[config.mk]
export PLATFORM = sky130hd
export DESIGN_NAME = ctrl_multiciclo
export DESIGN_NICKNAME = d
export VERILOG_FILES = /design/src/rtl/ctrl_multiciclo.sv
export SDC_FILE = /design/constraint.sdc
export NUM_CORES = 1
export LEC_CHECK = 0
export CORE_MARGIN = 3
export CORE_UTILIZATION = 40
export CTS_BUF_LIST = sky130_fd_sc_hd__clkbuf_2 sky130_fd_sc_hd__clkbuf_4 sky130_fd_sc_hd__clkbuf_8
export DETAILED_ROUTE_END_ITERATION = 7
export HOLD_SLACK_MARGIN = 0.03
export PLACE_DENSITY = 0.81
export SYNTH_ARGS = -nofsm -noshare
export SYNTH_HDL_FRONTEND = slang
export SYNTH_SLANG_ARGS = --single-unit
[constraint.sdc]
create_clock -name clock -period 2.45 [get_ports clock]
set_clock_uncertainty 0.2 [all_clocks]
set_input_delay 0.245 -clock clock [delete_from_list [all_inputs] [get_ports clock]]
set_output_delay 0.245 -clock clock [all_outputs]
set_load 0.1 [all_outputs]
[src/rtl/ctrl_multiciclo.sv]
// Multi-cycle MIPS main control: sequences FETCH/DECODE/EXECUTE/MEM/WB and
// decodes datapath selects, write enables and ALUOp from the current state.
module ctrl_multiciclo (
  input  logic       clock,
  input  logic       reset,
  input  logic [5:0] opcode,
  input  logic [5:0] funct,
  input  logic       zero,
  input  logic       mem_ready,
  output logic       PCWrite,
  output logic       IorD,
  output logic       MemRead,
  output logic       MemWrite,
  output logic       IRWrite,
  output logic       RegWrite,
  output logic [1:0] RegDst,
  output logic [1:0] MemtoReg,
  output logic       ALUSrcA,
  output logic [1:0] ALUSrcB,
  output logic [1:0] ALUOp,
  output logic [1:0] PCSource,
  output logic       instr_done,
  output logic       illegal,
  output logic [3:0] state
);

  localparam logic [5:0] OP_RTYPE = 6'h00;
  localparam logic [5:0] OP_J     = 6'h02;
  localparam logic [5:0] OP_JAL   = 6'h03;
  localparam logic [5:0] OP_BEQ   = 6'h04;
  localparam logic [5:0] OP_BNE   = 6'h05;
  localparam logic [5:0] OP_ADDI  = 6'h08;
  localparam logic [5:0] OP_ANDI  = 6'h0C;
  localparam logic [5:0] OP_ORI   = 6'h0D;
  localparam logic [5:0] OP_XORI  = 6'h0E;
  localparam logic [5:0] OP_LW    = 6'h23;
  localparam logic [5:0] OP_SW    = 6'h2B;
  localparam logic [5:0] FN_JR    = 6'h08;

  localparam logic [1:0] ALU_ADD = 2'b00;
  localparam logic [1:0] ALU_SUB = 2'b01;
  localparam logic [1:0] ALU_R   = 2'b10;
  localparam logic [1:0] ALU_LOG = 2'b11;

  typedef enum logic [3:0] {
    S_FETCH    = 4'd0,
    S_DECODE   = 4'd1,
    S_MEMADR   = 4'd2,
    S_MEMRD    = 4'd3,
    S_MEMWB    = 4'd4,
    S_MEMWR    = 4'd5,
    S_EXEC_R   = 4'd6,
    S_RTYPE_WB = 4'd7,
    S_IMM_EX   = 4'd8,
    S_IMM_WB   = 4'd9,
    S_BRANCH   = 4'd10,
    S_JUMP     = 4'd11,
    S_JR       = 4'd12
  } state_t;

  state_t cur, nxt;

  // NOTE: sequential state uses non-blocking assignment so every flop samples pre-edge values.
  always_ff @(posedge clock) begin
    if (reset) cur <= S_FETCH;
    else       cur <= nxt;
  end

  assign state = cur;

  // NOTE: nxt gets a default before the case so no path leaves it unassigned (no latch).
  always_comb begin
    nxt = S_FETCH;
    case (cur)
      S_FETCH:  nxt = mem_ready ? S_DECODE : S_FETCH;
      S_DECODE: begin
        case (opcode)
          OP_LW, OP_SW:                      nxt = S_MEMADR;
          OP_RTYPE:                          nxt = (funct == FN_JR) ? S_JR : S_EXEC_R;
          OP_ADDI, OP_ANDI, OP_ORI, OP_XORI: nxt = S_IMM_EX;
          OP_BEQ, OP_BNE:                    nxt = S_BRANCH;
          OP_J, OP_JAL:                      nxt = S_JUMP;
          default:                           nxt = S_FETCH;
        endcase
      end
      S_MEMADR: nxt = (opcode == OP_LW) ? S_MEMRD : S_MEMWR;
      S_MEMRD:  nxt = mem_ready ? S_MEMWB : S_MEMRD;
      S_MEMWR:  nxt = mem_ready ? S_FETCH : S_MEMWR;
      S_EXEC_R: nxt = S_RTYPE_WB;
      S_IMM_EX: nxt = S_IMM_WB;
      default:  nxt = S_FETCH;
    endcase
  end

  always_comb begin
    PCWrite    = 1'b0;
    IorD       = 1'b0;
    MemRead    = 1'b0;
    MemWrite   = 1'b0;
    IRWrite    = 1'b0;
    RegWrite   = 1'b0;
    RegDst     = 2'b00;
    MemtoReg   = 2'b00;
    ALUSrcA    = 1'b0;
    ALUSrcB    = 2'b00;
    ALUOp      = ALU_ADD;
    PCSource   = 2'b00;
    instr_done = 1'b0;
    illegal    = 1'b0;
    case (cur)
      S_FETCH: begin
        MemRead = 1'b1;
        ALUSrcB = 2'b01;
        IRWrite = mem_ready;
        PCWrite = mem_ready;
      end
      S_DECODE: begin
        ALUSrcB = 2'b11;
        case (opcode)
          OP_LW, OP_SW, OP_RTYPE, OP_ADDI, OP_ANDI, OP_ORI, OP_XORI,
          OP_BEQ, OP_BNE, OP_J, OP_JAL: ;
          default: begin
            illegal    = 1'b1;
            instr_done = 1'b1;
          end
        endcase
      end
      S_MEMADR: begin
        ALUSrcA = 1'b1;
        ALUSrcB = 2'b10;
      end
      S_MEMRD: begin
        IorD    = 1'b1;
        MemRead = 1'b1;
      end
      S_MEMWB: begin
        RegWrite   = 1'b1;
        MemtoReg   = 2'b01;
        instr_done = 1'b1;
      end
      S_MEMWR: begin
        IorD       = 1'b1;
        MemWrite   = 1'b1;
        instr_done = mem_ready;
      end
      S_EXEC_R: begin
        ALUSrcA = 1'b1;
        ALUOp   = ALU_R;
      end
      S_RTYPE_WB: begin
        RegWrite   = 1'b1;
        RegDst     = 2'b01;
        instr_done = 1'b1;
      end
      S_IMM_EX: begin
        ALUSrcA = 1'b1;
        ALUSrcB = 2'b10;
        ALUOp   = (opcode == OP_ADDI) ? ALU_ADD : ALU_LOG;
      end
      S_IMM_WB: begin
        RegWrite   = 1'b1;
        instr_done = 1'b1;
      end
      S_BRANCH: begin
        ALUSrcA    = 1'b1;
        ALUOp      = ALU_SUB;
        PCSource   = 2'b01;
        PCWrite    = (opcode == OP_BNE) ? ~zero : zero;
        instr_done = 1'b1;
      end
      S_JUMP: begin
        PCSource   = 2'b10;
        PCWrite    = 1'b1;
        instr_done = 1'b1;
        if (opcode == OP_JAL) begin
          RegWrite = 1'b1;
          RegDst   = 2'b10;
          MemtoReg = 2'b10;
        end
      end
      S_JR: begin
        ALUSrcA    = 1'b1;
        ALUOp      = ALU_R;
        PCWrite    = 1'b1;
        instr_done = 1'b1;
      end
      default: ;
    endcase

    // While reset is high the in-flight instruction is dropped: show idle FETCH, no writes.
    if (reset) begin
      PCWrite    = 1'b0;
      IorD       = 1'b0;
      MemRead    = 1'b1;
      MemWrite   = 1'b0;
      IRWrite    = 1'b0;
      RegWrite   = 1'b0;
      RegDst     = 2'b00;
      MemtoReg   = 2'b00;
      ALUSrcA    = 1'b0;
      ALUSrcB    = 2'b01;
      ALUOp      = ALU_ADD;
      PCSource   = 2'b00;
      instr_done = 1'b0;
      illegal    = 1'b0;
    end
  end

endmodule

# Word level (Yosys, flattened, before mapping)
# Index checks and enable logic that the tools add are counted.
[word_totals]
out_inout_bits = 23
n_memories = 0
wordCells = 80
mem_bits_rw = 0
reg_bits = 4
latchBits = 0
inputBits = 16
rom_bits = 0
[op_classes]
order_cmp = 0
add_sub_neg = 0
shift = 0
bitwise = 1
n_mul = 0
muxes = 40
reduce_logical = 15
n_eq_ne = 23
div = 0
[op_table]
columns = ["cell", "n"]
rows = [
  ["6-bit by 4-bit == test with 1-bit output (second input constant)", 5],
  ["4-bit one-hot mux with 7 select lines", 1],
  ["4-bit == test (second input constant)", 5],
  ["4-bit one-hot mux with 5 select lines", 1],
  ["1-bit two-way mux", 19],
  ["4-bit by 3-bit == test with 1-bit output (second input constant)", 4],
  ["2-bit OR reduction", 8],
  ["2-bit two-way mux", 7],
  ["6-bit by 2-bit == test with 1-bit output (second input constant)", 2],
  ["6-bit by 3-bit == test with 1-bit output (second input constant)", 2],
  ["6-bit == test (second input constant)", 2],
  ["2-bit one-hot mux with 2 select lines", 3],
  ["2-bit one-hot mux with 3 select lines", 2],
  ["11-bit OR reduction", 1],
  ["3-bit two-way mux", 3],
  ["4-bit by 2-bit == test with 1-bit output (second input constant)", 2],
  ["6-bit logical NOT", 1],
  ["1-bit one-hot mux with 3 select lines", 2],
  ["6-bit OR reduction", 1],
  ["5-bit OR reduction", 1],
  ["4-bit by 1-bit == test with 1-bit output (second input constant)", 1],
  ["4-bit logical NOT", 1],
  ["4-bit two-way mux", 1],
  ["4-bit OR reduction", 1],
  ["other kinds (3)", 3],
]

# Logic depth before layout (Yosys ltp)
[depth]
depth_word = 5
mapped_depth = 6
mapped_depth_nobuf = 4

# Worst setup path after synthesis
# No wires, ideal clock.
[synth_timing]
kind = "register to output"
from = "register cur[3] (netlist: state[3])"
to = "output port PCWrite"
stages_incl_launch_ff = 5
path_buffers = 1
t_arrival_ns = 4.563
setup_slack_ns = -2.558
path_cell_list = "dfxtp_1 > clkbuf_1 > nand2b_1 > nor3_1 > a22o_1"
[synth_between]
elab_chain_cells = 4
elab_cells_between_ends = 7
[synth_lines]
columns = ["item", "line_no", "source"]
rows = [
  ["start: declaration", "61", "state_t cur, nxt;"],
  ["start signal: assignment", "66", "else cur <= nxt;"],
  ["4-bit == test", "110", "case (cur)"],
  ["2-bit OR reduction (no line)", "-", ""],
  ["1-bit one-hot mux with 3 select lines (*)", "110", ""],
  ["1-bit two-way mux (*)", "191", "if (reset) begin"],
  ["end: declaration", "10", "output logic PCWrite,"],
]
# Every way passes the cells marked *; elsewhere a longest branch is shown, timed or not.

# Worst setup path after layout
[layout_timing]
from = "input port opcode[3]"
to = "output port RegWrite"
[layout_between]
elab_chain_cells = 4
[layout_lines]
columns = ["item", "line_no", "source"]
rows = [
  ["start: declaration", "6", "input logic [5:0] opcode,"],
  ["6-bit by 2-bit == test with 1-bit output", "175", "if (opcode == OP_JAL) begin"],
  ["1-bit two-way mux", "175", ""],
  ["1-bit one-hot mux with 2 select lines", "110", ""],
  ["1-bit two-way mux", "191", ""],
  ["end: declaration", "15", "output logic RegWrite,"],
]
# Every way passes these cells.

==> results by group <==
Status
  • Status: complete, no violations

Clocking
  • TritonCTS clock tree: done
  • # H-tree levels: 1
  • Clk_lat worst skew: 0.25 ns
  • Longest Clk Path Bufs: 2
  • Root Driver: clkbuf_4
  • TritonCTS buffer count: 3
  • Clock-pin slew on the worst setup and hold paths: roughly 0.050 ns
  • Hold Buf Count CTS: 0
  • Post-CTS Setup Bufs: 0
  • CTS Sinks: 4

Layout
  • N_diodes: 0
  • Post-layout util: 0.9149
  • Layout net count: between 150 and 200
  • Share of cells above drive strength 1: 0.4051
  • Max reg flops: 4
  • Post-route insts no fill: 183
  • Area growth syn-to-layout: 113.6%

Synthesis
  • Post-Syn Area: 755.7 um^2
  • Syn Nets: 135
  • Post-synthesis compound-gate area fraction: 0.3096
  • Largest family of logic cells by synthesized area: simple AND/OR/NAND/NOR gates
  • Synth top area cells: dfxtp_1, o21ai_0, nor2_1
  • Cell taking the most area after synthesis: dfxtp_1
  • Yosys cell types: 36
  • Seq/Total Area, Yosys: 0.1060
  • Ys Warns: 0
  • Synth top area share: 0.1060
  • Synth Instances: 119
  • Synth Area in XOR/XNOR: 0.04636
  • Post-synthesis register bit count: 4
  • Post-synthesis simple-gate area fraction: 0.4536
  • Mux cell area share after synthesis: 0
  • Post-synthesis adder-cell area fraction: 0
  • Avg Synthesized Cell Area: 6.351 um^2

Global routing
  • Gr ovfl total: 0
  • Initial antenna violation count: 0
  • Vias in the first global route: 1137
  • First-pass GRT wire length: 5326 um
  • All-layer global routing usage: 0.2754
  • Largest net degree at the start of global routing: 29

Route
  • DRC viols: 0
  • Detail Route Antenna Nets: 0
  • Drt via density: 6.344
  • Avg WL per Cell: approximately 18 um
  • Drt first pass iters: 4
  • First DRT Iteration DRCs: around 70
  • Via count: 1161
  • Routed WL: 3326 um

Timing
  • Final Max Slew Viols: 0
  • Min Hold Slack: about 0.52 ns
  • RSZ-0062 raised after global routing: false
  • Final Cycle Share: 0.9815
  • Final setup viols: 0
  • Total negative slack: 0 ns
  • Crit path time final: 2.405 ns
  • Hold Fails Final Rpt: 0
  • Slew HR: 0.6452
  • Max Fclk: 415.9 MHz
  • Worst slew pin tran: 0.5188 ns

Place
  • GPL Wtd Cong: 0.8582
  • Post-DP HPWL: about 2400 um
  • Placed cells: 180
  • Port bufs: 38

Critical path
  • Critical path type: input port to output port
  • Critical Path AT: 1.96 ns
  • Worst setup EP type: output port
  • Worst Setup Start Kind: input port
  • Worst Path Buf+Inv: 2
  • Sequence of cells on the critical path: clkdlybuf4s50_1 -> or4_4 -> nor3_2 -> o21ai_1 -> a21oi_4 -> buf_12
  • Worst EP required: approximately 2 ns
  • CP max FO: 2
  • CP max stage delay: approximately 0.55 ns
  • Worst path top cell family by delay: simple AND/OR/NAND/NOR gates
  • Slowest-stage cell, CP: or4_4

Power
  • Leak Pwr: 0.5590 nW
  • Pwr Density: roughly 240 nW/um^2
  • Maximum VDD drop: 0.3590 mV
  • Power Total: about 0.00038 W

Floorplanning
  • I/O pin cnt: 39
  • DIE HEIGHT: 49.47 um
  • Initial Utilization: 0.4284
  • Cell Rows: 15
  • Die area: 2447 um^2
  • Width of the die: 49.47 um
  • Core area: 1764 um^2

Flow run
  • Max-Cap Viols: 0

Worst hold path
  • Hold Crit Class: register to register
==> where the power goes <==
part           internal [W]  total [W]  switching [W]
combinational     0.0000849   0.000215       0.000130
clock             0.0000552  0.0000891      0.0000339
sequential        0.0000642  0.0000791      0.0000149
==> area by class of cell <==
| class | count | area [um^2] |
|---|---|---|
| clock buffer | 3 | 22.52 |
| tap | 25 | 31.28 |
| inverter | 4 | 15.01 |
| timing repair buffer | 47 | 628.1 |
| multi-input combinational | 100 | 822.0 |
| sequential | 4 | 95.09 |
| fill | 78 | 150.1 |
==> stage by stage <==
step           cell area (um^2)  worst slack [ns]
2_1_floorplan              1006           -0.1318
3_3_place_gp               1568          -0.01031
3_5_place_dp               1568          -0.04154
4_1_cts                    1592          0.001136
5_1_grt                    1614         0.0007379
6_report                   1614           0.04540
==> cell usage after synthesis (all sizes together) <==
library cell and number:
a2111oi 2, a211o 1, a21boi 1, a21o 2, a21oi 4, a22o 2
a22oi 1, a31oi 2, a41oi 1, buf 2, clkbuf 9, dfxtp 4
inv 4, nand2 8, nand2b 7, nand3 7, nand3b 2, nand4 1
nor2 12, nor2b 6, nor3 8, nor3b 1, nor4 4, nor4b 3
o21a 2, o21ai 9, o311ai 2, o31ai 2, o32ai 3, or3 1
or3b 1, or4 1, xnor2 3, xor2 1
==> per-layer routing <==
layer	global-route usage	wire, um
met1	0.2991	1208
met2	0.5268	1798
met3	0.05136	231
met4	0.09217	88
met5	0	0
==> placed cells by master, fill, tap and decap left out, types with 2 or more instances in the layout <==
cell	Yosys	routed
nand3_1	7	6
nand2b_1	7	6
nor2_1	12	9
clkdlybuf4s50_1	0	15
nor3_4	0	5
buf_12	0	19
nor2_4	0	3
nand3b_1	2	2
nor2b_1	6	3
a21oi_1	4	3
nor4_4	0	3
o32ai_1	3	3
o21ai_0	9	8
clkbuf_4	0	3
o31ai_1	2	2
nor2b_4	0	2
nor3_1	8	2
o21a_1	2	2
a21o_1	2	2
inv_1	4	4
buf_4	0	13
xnor2_1	3	3
nor4b_1	3	3
dfxtp_4	0	4
nand2_1	8	8
==> cell families after synthesis <==
logic type / count (synthesis)
buffers and inverters: 15
flip-flops: 4
AO/OA/AOI/OAI: 34
XOR/XNOR: 4
AND/OR/NAND/NOR: 62
==> repair_timing <==
item | in CTS | in global routing
endpoints found under the setup margin | 3 | 7
gates resized for setup | 2 | 5
pin swaps | 0 | 0
==> tightest hold or removal path, cell delays in order (launching register included) <==
cell and delay [ns]:
dfxtp_4 0.45, nand3_1 0.14, a21oi_1 0.08
==> final timing paths <==
path                                           from                   to  slack (ns)  depth (start not counted)
worst max register to register  state[1]$_SDFF_PP0_  state[1]$_SDFF_PP0_        0.65                          4
worst min-delay path            state[0]$_SDFF_PP0_  state[0]$_SDFF_PP0_        0.52                          2
worst min register to register  state[0]$_SDFF_PP0_  state[0]$_SDFF_PP0_        0.52                          2
worst max-delay path                      opcode[3]             RegWrite        0.05                          6
Power figures use the tool's default switching activity.
